[src/rtl/tms_stim_sequencer.sv]
// Interlocked IGBT-charge / SCR-fire sequencer for single, repetitive and burst stimulation.
// Registered outputs follow the sampling edge; abort/fault force everything off on the next edge.
module tms_stim_sequencer #(
    parameter int unsigned TICK_DIV          = 50,
    parameter int unsigned SCR_PULSE_US      = 200,
    parameter int unsigned DEAD_US           = 10,
    parameter int unsigned CHARGE_TIMEOUT_US = 100000
) (
    input  logic        sys_clk,
    input  logic        sys_rst,
    input  logic        start,
    input  logic        abort,
    input  logic [1:0]  mode,
    input  logic        channel,
    input  logic [23:0] ipi_us,
    input  logic [23:0] ibi_us,
    input  logic [3:0]  pulses_per_burst,
    input  logic [11:0] train_count,
    input  logic [1:0]  cap_ready,
    input  logic        driver_fault,
    output logic [1:0]  igbt_charge_en,
    output logic [1:0]  scr_fire,
    output logic        busy,
    output logic        done,
    output logic        err_timeout,
    output logic        err_fault,
    output logic [11:0] pulse_idx
);

    localparam int unsigned DIV_W = (TICK_DIV > 1) ? $clog2(TICK_DIV) : 1;
    localparam logic [DIV_W-1:0] DIV_MAX = DIV_W'(TICK_DIV - 1);

    typedef enum logic [2:0] {IDLE, CHARGE, DEAD1, ARM, FIRE, DEAD2} state_t;

    state_t      state_q, state_d;
    logic [DIV_W-1:0] div_q;
    logic [23:0] st_q, per_q, bur_q, ipi_q, ibi_q;
    logic [1:0]  mode_q;
    logic        ch_q, fired_q;
    logic [3:0]  ppb_q, in_burst_q;
    logic [11:0] train_q, bursts_q, pulse_idx_q;
    logic [1:0]  igbt_q, scr_q;
    logic        busy_q, done_q, err_to_q, err_f_q;

    logic        tick, launch, fire_entry, done_d, timeout_d, fault_d;
    logic        period_ok, run_done, ch_d;
    logic [31:0] st_nxt;
    logic [1:0]  ch_mask;

    assign tick    = (div_q == DIV_MAX);
    assign st_nxt  = {8'd0, st_q} + 32'd1;
    assign ch_d    = launch ? channel : ch_q;
    assign ch_mask = ch_d ? 2'b10 : 2'b01;

    // First pulse of a run never waits; first pulse of each later burst uses the burst period.
    always_comb begin
        period_ok = 1'b1;
        run_done  = 1'b1;
        unique case (mode_q)
            2'd1: begin
                period_ok = !fired_q || (per_q >= ipi_q);
                run_done  = (pulse_idx_q >= train_q);
            end
            2'd2: begin
                period_ok = !fired_q || ((in_burst_q == 4'd0) ? (bur_q >= ibi_q) : (per_q >= ipi_q));
                run_done  = (bursts_q >= train_q);
            end
            default: begin
                period_ok = 1'b1;
                run_done  = 1'b1;
            end
        endcase
    end

    always_comb begin
        state_d    = state_q;
        launch     = 1'b0;
        fire_entry = 1'b0;
        done_d     = 1'b0;
        timeout_d  = 1'b0;
        fault_d    = 1'b0;
        unique case (state_q)
            IDLE: if (start) begin
                state_d = CHARGE;
                launch  = 1'b1;
            end
            CHARGE: begin
                if (tick && st_nxt >= CHARGE_TIMEOUT_US) begin
                    state_d   = IDLE;
                    timeout_d = 1'b1;
                end else if (cap_ready[ch_q]) begin
                    state_d = DEAD1;
                end
            end
            DEAD1: if (tick && st_nxt >= DEAD_US) state_d = ARM;
            ARM: if (period_ok) begin
                state_d    = FIRE;
                fire_entry = 1'b1;
            end
            FIRE: if (tick && st_nxt >= SCR_PULSE_US) state_d = DEAD2;
            DEAD2: if (tick && st_nxt >= DEAD_US) begin
                if (run_done) begin
                    state_d = IDLE;
                    done_d  = 1'b1;
                end else begin
                    state_d = CHARGE;
                end
            end
            default: state_d = IDLE;
        endcase
        if (state_q != IDLE && (driver_fault || abort)) begin
            state_d    = IDLE;
            fault_d    = driver_fault;
            timeout_d  = 1'b0;
            done_d     = 1'b0;
            fire_entry = 1'b0;
        end
    end

    always_ff @(posedge sys_clk) begin
        if (sys_rst) begin
            state_q     <= IDLE;
            div_q       <= '0;
            st_q        <= '0;
            per_q       <= '0;
            bur_q       <= '0;
            ipi_q       <= '0;
            ibi_q       <= '0;
            mode_q      <= '0;
            ch_q        <= 1'b0;
            fired_q     <= 1'b0;
            ppb_q       <= '0;
            in_burst_q  <= '0;
            train_q     <= '0;
            bursts_q    <= '0;
            pulse_idx_q <= '0;
            igbt_q      <= '0;
            scr_q       <= '0;
            busy_q      <= 1'b0;
            done_q      <= 1'b0;
            err_to_q    <= 1'b0;
            err_f_q     <= 1'b0;
        end else begin
            state_q <= state_d;
            div_q   <= (launch || tick) ? '0 : div_q + 1'b1;
            st_q    <= (launch || state_d != state_q) ? '0 : (tick ? st_q + 24'd1 : st_q);

            if (launch || fire_entry) per_q <= '0;
            else if (tick && per_q != '1) per_q <= per_q + 24'd1;

            if (launch || (fire_entry && in_burst_q == 4'd0)) bur_q <= '0;
            else if (tick && bur_q != '1) bur_q <= bur_q + 24'd1;

            if (launch) begin
                mode_q      <= mode;
                ch_q        <= channel;
                ipi_q       <= ipi_us;
                ibi_q       <= ibi_us;
                ppb_q       <= (pulses_per_burst == 4'd0) ? 4'd1 : pulses_per_burst;
                train_q     <= (train_count == 12'd0) ? 12'd1 : train_count;
                fired_q     <= 1'b0;
                in_burst_q  <= '0;
                bursts_q    <= '0;
                pulse_idx_q <= '0;
                err_to_q    <= 1'b0;
                err_f_q     <= 1'b0;
            end else begin
                if (fire_entry) begin
                    fired_q     <= 1'b1;
                    pulse_idx_q <= pulse_idx_q + 12'd1;
                    if (in_burst_q + 4'd1 >= ppb_q) begin
                        in_burst_q <= '0;
                        bursts_q   <= bursts_q + 12'd1;
                    end else begin
                        in_burst_q <= in_burst_q + 4'd1;
                    end
                end
                if (timeout_d) err_to_q <= 1'b1;
                if (fault_d)   err_f_q  <= 1'b1;
            end

            igbt_q <= (state_d == CHARGE) ? ch_mask : 2'b00;
            scr_q  <= (state_d == FIRE)   ? ch_mask : 2'b00;
            busy_q <= (state_d != IDLE);
            done_q <= done_d;
        end
    end

    assign igbt_charge_en = igbt_q;
    assign scr_fire       = scr_q;
    assign busy           = busy_q;
    assign done           = done_q;
    assign err_timeout    = err_to_q;
    assign err_fault      = err_f_q;
    assign pulse_idx      = pulse_idx_q;

endmodule
[config.mk]
export PLATFORM = sky130hd
export DESIGN_NAME = tms_stim_sequencer
export DESIGN_NICKNAME = d
export VERILOG_FILES = /design/src/rtl/tms_stim_sequencer.sv
export SDC_FILE = /design/constraint.sdc
export NUM_CORES = 1
export LEC_CHECK = 0
export BUFFER_PORTS_ARGS = -buffer_cell sky130_fd_sc_hd__buf_2
export CELL_PAD_IN_SITES_DETAIL_PLACEMENT = 0
export CELL_PAD_IN_SITES_GLOBAL_PLACEMENT = 1
export CORE_UTILIZATION = 48
export DETAILED_ROUTE_END_ITERATION = 12
export PLACE_DENSITY = 0.83
export SLEW_MARGIN = 20
export SYNTH_ARGS = -nofsm -noshare
export SYNTH_HDL_FRONTEND = slang
export SYNTH_SLANG_ARGS = --single-unit
export TNS_END_PERCENT = 30
[constraint.sdc]
create_clock -name sys_clk -period 6.08 [get_ports sys_clk]
set_clock_uncertainty 0.15 [all_clocks]
set_input_delay 1.216 -clock sys_clk [delete_from_list [all_inputs] [get_ports sys_clk]]
set_output_delay 1.216 -clock sys_clk [all_outputs]
set_load 0.01 [all_outputs]
==> results of run 1 <==
sequential cells by signal, summed over array words and instances, names as in the netlist:
name / flops
bur_q: 24
ibi_q: 24
ipi_q: 24
per_q: 24
st_q: 24
bursts_q: 12
pulse_idx: 12
train_q: 12
div_q: 6
in_burst_q: 4
ppb_q: 4
state_q: 3
igbt_charge_en: 2
mode_q: 2
scr_fire: 2
busy: 1
ch_q: 1
done: 1
err_fault: 1
err_timeout: 1
fired_q: 1
cell type report:
cell class	count	area (µm²)	area share
Clock buffer	19	433	0.0386
Clock inverter	13	97.6	0.00870
Inverter	87	327	0.0291
Multi-Input combinational cell	934	5800	0.517
Sequential cell	185	3700	0.330
Tap cell	270	338	0.0301
Timing Repair Buffer	100	518	0.0462
power by group through the flow:
stage | Clock (mW) | Sequential [mW] | Combinational [mW]
2_1_floorplan | 0 | 1.29 | 0.168
3_3_place_gp | 0 | 1.29 | 0.243
3_5_place_dp | 0 | 1.29 | 0.245
4_1_cts | 1.05 | 1.27 | 0.247
5_1_grt | 1.10 | 1.27 | 0.277
6_report | 1.03 | 1.27 | 0.243
Yosys cell counts, types with 3 or more instances:
cell type,instances
a2111oi_0,7
a211o_1,6
a211oi_1,10
a21o_1,7
a21oi_1,103
and2_1,4
and3_1,11
and4_1,10
buf_1,4
buf_2,7
clkbuf_1,43
dfxtp_1,185
ha_1,87
inv_1,87
mux2i_1,8
nand2_1,197
nand2b_1,12
nand3_1,48
nand4_1,29
nor2_1,131
nor2b_1,7
nor3_1,31
nor3_2,3
nor4_1,31
o2111ai_1,5
o21a_1,3
o21ai_0,30
o21ai_1,4
or2_2,4
or3_1,16
xnor2_1,42
xor2_1,51
metal layers:
layer / global-route usage / vias to the layer above / routed length, µm
met3: 0.0351 / 18 / 585
met2: 0.341 / 116 / 10200
li1: - / 4474 / -
met1: 0.290 / 3959 / 11300
met5: 0 / - / 0
met4: 0.0427 / 0 / 165
kinds of logic (layout without fill, tap and decap cells):
group           count (synthesis)  in the layout
compound gates                202            202
xor+xnor                       93             93
fa+ha+maj                      87             87
buf+inv                       144            219
flops                         185            185
mux                             8              8
simple gates                  544            544
worst max-delay path by stage:
stage / startpoint / endpoint / slack, ps / depth (start not counted)
2_1_floorplan: st_q[0] / st_q[10] / 2510 / 12
3_3_place_gp: st_q[0] / st_q[1] / 1530 / 11
3_5_place_dp: st_q[0] / st_q[1] / 1380 / 11
4_1_cts: st_q[0] / st_q[1] / 1370 / 11
5_1_grt: st_q[0] / st_q[2] / 1080 / 11
6_report: st_q[0] / st_q[9] / 1310 / 11
cell usage in the layout (no fill, tap or decap), types with 3 or more instances in the layout:
master | Yosys | layout
nand3_1 | 48 | 48
dfxtp_1 | 185 | 185
a21oi_1 | 103 | 103
a211o_1 | 6 | 6
buf_2 | 7 | 93
inv_6 | 0 | 3
a21o_1 | 7 | 7
o2111ai_1 | 5 | 5
nand2b_1 | 12 | 12
nand2_1 | 197 | 196
xor2_1 | 51 | 51
a211oi_1 | 10 | 9
nor2b_1 | 7 | 7
o21a_1 | 3 | 3
clkinv_2 | 0 | 4
nor4_1 | 31 | 31
nor2_1 | 131 | 131
nand4_1 | 29 | 29
xnor2_1 | 42 | 42
nor3_2 | 3 | 4
inv_1 | 87 | 87
ha_1 | 87 | 87
and4_1 | 10 | 10
a2111oi_0 | 7 | 7
clkbuf_16 | 0 | 17
nor3_1 | 31 | 30
and2_1 | 4 | 3
o21ai_0 | 30 | 30
buf_4 | 2 | 7
or3_1 | 16 | 16
or2_2 | 4 | 4
o21ai_1 | 4 | 4
clkinvlp_4 | 0 | 3
mux2i_1 | 8 | 8
and3_1 | 11 | 11
critical path: cells and delay by family, from the launching register on:
family,cells,cell delay (ps)
compound gates,2,1020
xor+xnor,1,200
fa+ha+maj,1,310
flops,1,470
simple gates,7,2460
==> results.cfg, run 1 <==
[outcome]
outcome = finished, final reports clean

[timing]
slew_violations = 0
min_period_over_period = 0.785
hold_viol = 0
period_minus_slack_ps = 4770
setup_tns_ps = 0
finalSetupViolCount = 0
finalHoldWorstSlack_ps = 303
clock.fmax_mhz = 210
worst_pin_slew_ps = 1050
slew_headroom = 0.297
rsz0062_at_grt = false
setup_slack_ps = 1310

[synth]
synthMuxAreaShare = 0.00797
synth_top_family_by_area = simple AND/OR/NAND/NOR gates
async_reset_ff_frac = 0
ys_ff_latch = 185
syn_inst = 1263
synth_top_area_share = 0.368
yosysSeqAreaShare = 0.368
synth_edf_count = 0
synth.avg_cell_area_um2 = 7.96
synthSimpleGateAreaFrac = 0.254
yosys_warnings = 0
yosys.area.top_type = dfxtp_1
synth_xor_area_frac = 0.0810
synthFlopType = dfxtp_1
synthTopCellsByArea = dfxtp_1 37%, ha_1 11%, nand2_1 7.4%, a21oi_1 5.1%, nor2_1 4.9%
syn_nets = 1424
synth_fa_ha_area_frac = 0.108
synth_cell_types = 63
synth_compound_area_frac = 0.124
syn_area_um2 = 10100

[pwr]
design_power_total_mw = 2.54
peakVddDrop_uv = 196
total_leakage_power_nw = 4.40
comb_power_share = 0.096
p_switching_mw = 0.676
p_int_mw = 1.86
power_frac_seq = 0.499
pwr_density_cell_nw_per_um2 = 226
power_frac_clock = 0.405
p_sw_frac = 0.267

[critical_path]
cp_slowest_stage_delay_ps = 900
cp-end-kind = flip-flop
cp_max_fo = 24
path_cells = ha_1, nand3_1, or4b_1, xnor2_1, or4_1, nor3_1, a21oi_1, nand4bb_1, or2_1, o31ai_4, nor4_1
cp.arrival_ps = 4890
crit-reg2reg-launch = st_q[0]
regToRegEndpoint = st_q[9]
crit_type = flip-flop to flip-flop
r2r_slack_ps = 1310
ff2ff_path_depth = 11
crit_required_ps = 6190
cp_slowest_cell = o31ai_4
startpoint_type = flip-flop

[route]
drt-pass1-iter-count = 6
dr.first_iter.drc_count = 388
ant_nets = 0
vias = 8567
post_drt_wl_per_cell_um = 13.9
drc_errors = 0
viasPerCell = 5.33
routed_wl_um = 22300

[place]
hpwlAfterDp_um = 15800
place_area_um2 = 10700
placed_cells = 1576
dpl_worst_slack_ps = 1380
io_buffers = 93
gp_congestion = 0.847

[min_path]
min_path_type = flip-flop to flip-flop
whs_path_depth = 2
hold_path_end = fired_q
hp-start = fired_q

[floorplanning]
die_y_um = 147
die_w_um = 147
die_area_um2 = 21500
io_pins = 94
core_um2 = 20400
row_count = 52
initial_core_util = 0.494

[final_layout]
layout-drive-gt1-share = 0.111
diodes = 0
fillers = 1975
area_delta_synth_final_pct = 11.6
layout.nets = 1486
finish.utilization = 0.551
fin_cells = 1608
final_cell_area_um2 = 11200

[flow_run]
maxCapViolCount = 0

[cts]
cts_buffers = 17
clock_path_buffers = 2
clk_pin_slew_ps = 70
cts_resized = 0
post-cts-setup-buffers = 0
cts.sinks = 185
h-tree-depth = 4
cts_hold_buf = 0
clock_latency_ps = 430
cts_root_buffer = clkbuf_16
cts_tree = built

[global_route]
grt_pass1_vias = 7789
grtUsageTotal = 0.209
gr-total-overflow = 0
antenna_found_initial = 0
grt_pass1_wl_um = 37200
grt_max_degree = 68
Power figures use the tool's default switching activity.
==> inputs of run 2 (changes only) <==
ABC_AREA = 1   (was unset)
CORE_UTILIZATION = 44   (was 48)
PLACE_DENSITY = 0.79   (was 0.83)
clock period = 4.65 ns   (was 6.08 ns; I/O delays follow)
==> results.cfg, run 2 <==
[outcome]
outcome = finished, final reports clean

[timing]
min_period_over_period = 0.701
setup_tns_ps = 0
slew_violations = 0
setup_slack_ps = 1390
slew_headroom = 0.339
period_minus_slack_ps = 3260
rsz0062_at_grt = false
finalSetupViolCount = 0
finalHoldWorstSlack_ps = 308
clock.fmax_mhz = 307
worst_pin_slew_ps = 990
hold_viol = 0

[route]
dr.first_iter.drc_count = 560
drt-pass1-iter-count = 5
highest_layer = met4
routed_wl_um = 24600
ant_nets = 0
met1_length_um = 12800
route.met3.wl_um = 639
post_drt_wl_per_cell_um = 12.9
vias = 9323
drc_errors = 0
wl_met2_um = 11000
viasPerCell = 4.90

[synth]
synth_top_area_share = 0.354
yosys_warnings = 0
synth_edf_count = 0
yosysMostFrequentCell = nand2_1
synth_xor_area_frac = 0.0318
synth_cell_types = 38
synth_top_family_by_area = simple AND/OR/NAND/NOR gates
yosysSeqAreaShare = 0.354
synth_fa_ha_area_frac = 0.104
synth_compound_area_frac = 0.131
synthTopCellsByCount = 319 x nand2_1, 187 x inv_1, 185 x dfxtp_1
yosys.area.top_type = dfxtp_1
synth.avg_cell_area_um2 = 7.02
synthMuxAreaShare = 0
synthSimpleGateAreaFrac = 0.293
syn_area_um2 = 10500
syn_nets = 1651
synthFlopType = dfxtp_1
ys_ff_latch = 185
synthTopCellsByArea = dfxtp_1 35%, nand2_1 11%, ha_1 10%, inv_1 6.7%, a21oi_1 6.3%
syn_inst = 1490
async_reset_ff_frac = 0

[cts]
cts_hold_buf = 0
post-cts-setup-buffers = 0
cts_root_buffer = clkbuf_16
cts.sinks = 185
cts_buffers = 17
clk_pin_slew_ps = 70
cts_resized = 0
cts_tree = built
h-tree-depth = 4
clock_path_buffers = 2
clock_latency_ps = 440

[global_route]
antenna_found_initial = 0
grt_max_degree = 66
grtUsageTotal = 0.211
grt_pass1_vias = 8475
grt_pass1_wl_um = 41000
gr-total-overflow = 0

[final_layout]
seqCellArea_um2 = 3700
multi_input_area_um2 = 5860
fillers = 2455
final_cell_mix = 319 x nand2_1, 186 x inv_1, 185 x dfxtp_1
fin_cells = 1902
diodes = 0
layout.nets = 1732
layout-drive-gt1-share = 0.121
final_common_cell = nand2_1
finish.utilization = 0.506
area_delta_synth_final_pct = 13.4

[flow_run]
maxCapViolCount = 0

[floorplanning]
die_area_um2 = 24400
die_w_um = 156
core_um2 = 23400
io_pins = 94
initial_core_util = 0.447
die_y_um = 156
row_count = 56

[place]
placed_cells = 1871
dpl_worst_slack_ps = 1330
io_buffers = 93
hpwlAfterDp_um = 18500
gp_congestion = 0.811

[critical_path]
cp.arrival_ps = 3450
startpoint_type = flip-flop
cp_max_fo = 27
r2r_slack_ps = 1390
crit_top_cell = nand2_1
crit_type = flip-flop to flip-flop
crit_required_ps = 4840
path_cells = ha_1, nand2_1, inv_1, o21ai_0, nand2_1, nor2_1, nand4_1, nand2_1, nand2_1, nand2_1, nand3_1, nand3_1, buf_4, nand2_1, o21ai_0
cp_slowest_stage_delay_ps = 610
cp_slowest_cell = nand2_1
cp-end-kind = flip-flop

[pwr]
pwr_density_cell_nw_per_um2 = 321
total_leakage_power_nw = 4.95
peakVddDrop_uv = 232

[min_path]
min_path_type = flip-flop to flip-flop
==> run 2: cell types whose count changed in the layout (fill, tap and decap cells not counted), moves of 19 or more <==
cell,delta
nand2_1,+123
xnor2_1,-34
inv_1,+99
nor2_2,+25
a21oi_1,+29
o21ai_0,+83
xor2_1,-21
nor4_1,-19
nand3_1,+23
==> run 2: area by class of cell <==
class / instances / share of cell area
multi-input combinational: 1077 / 0.495
inverter: 189 / 0.0599
sequential: 185 / 0.312
clock inverter: 11 / 0.0164
tap: 319 / 0.0337
timing repair buffer: 101 / 0.0443
clock buffer: 20 / 0.0385
==> run 2: routing by layer <==
| metal | vias to the layer above | global-route usage |
|---|---|---|
| met3 | 12 | 0.0308 |
| met1 | 4184 | 0.290 |
| met2 | 112 | 0.346 |
| li1 | 5015 | - |
| met4 | 0 | 0.0481 |
| met5 | - | 0 |
==> run 2: kinds of logic (layout without fill, tap and decap cells) <==
| group | Yosys count | in the layout |
|---|---|---|
| DFF | 185 | 185 |
| xor gates and xnor gates | 38 | 38 |
| and+or+nand+nor | 687 | 687 |
| AOI/OAI and AO/OA | 265 | 265 |
| adders and majority gates | 87 | 87 |
| buffers and inverters | 228 | 321 |
==> run 2: final timing paths <==
| kind | endpoint | cells after the start | start |
|---|---|---|---|
| min reg2reg | ipi_q[5] | 2 | ipi_q[5] |
| max reg2reg | in_burst_q[1] | 15 | per_q[21] |
| max | in_burst_q[1] | 15 | per_q[21] |
| min | ipi_q[5] | 2 | ipi_q[5] |
==> run 2: worst max-delay path: cells and delay by family (launching register included) <==
kind / cells / cell delay [ps]
buf+inv: 2 / 290
compound gates: 2 / 550
fa+ha+maj: 1 / 270
simple gates: 10 / 1500
flops: 1 / 410
==> run 2: where the power goes <==
group | internal, mW | switching (mW) | total (mW)
Sequential | 1.66 | 0.0251 | 1.69
Combinational | 0.157 | 0.335 | 0.492
Clock | 0.982 | 0.641 | 1.62
==> run 2: metrics by stage <==
step,power [mW],cell area (µm²)
global route,3.99,11900
finish,3.80,11900
CTS,3.85,11900
global placement,2.21,11200
floorplan,2.08,10500
detailed placement,2.22,11200
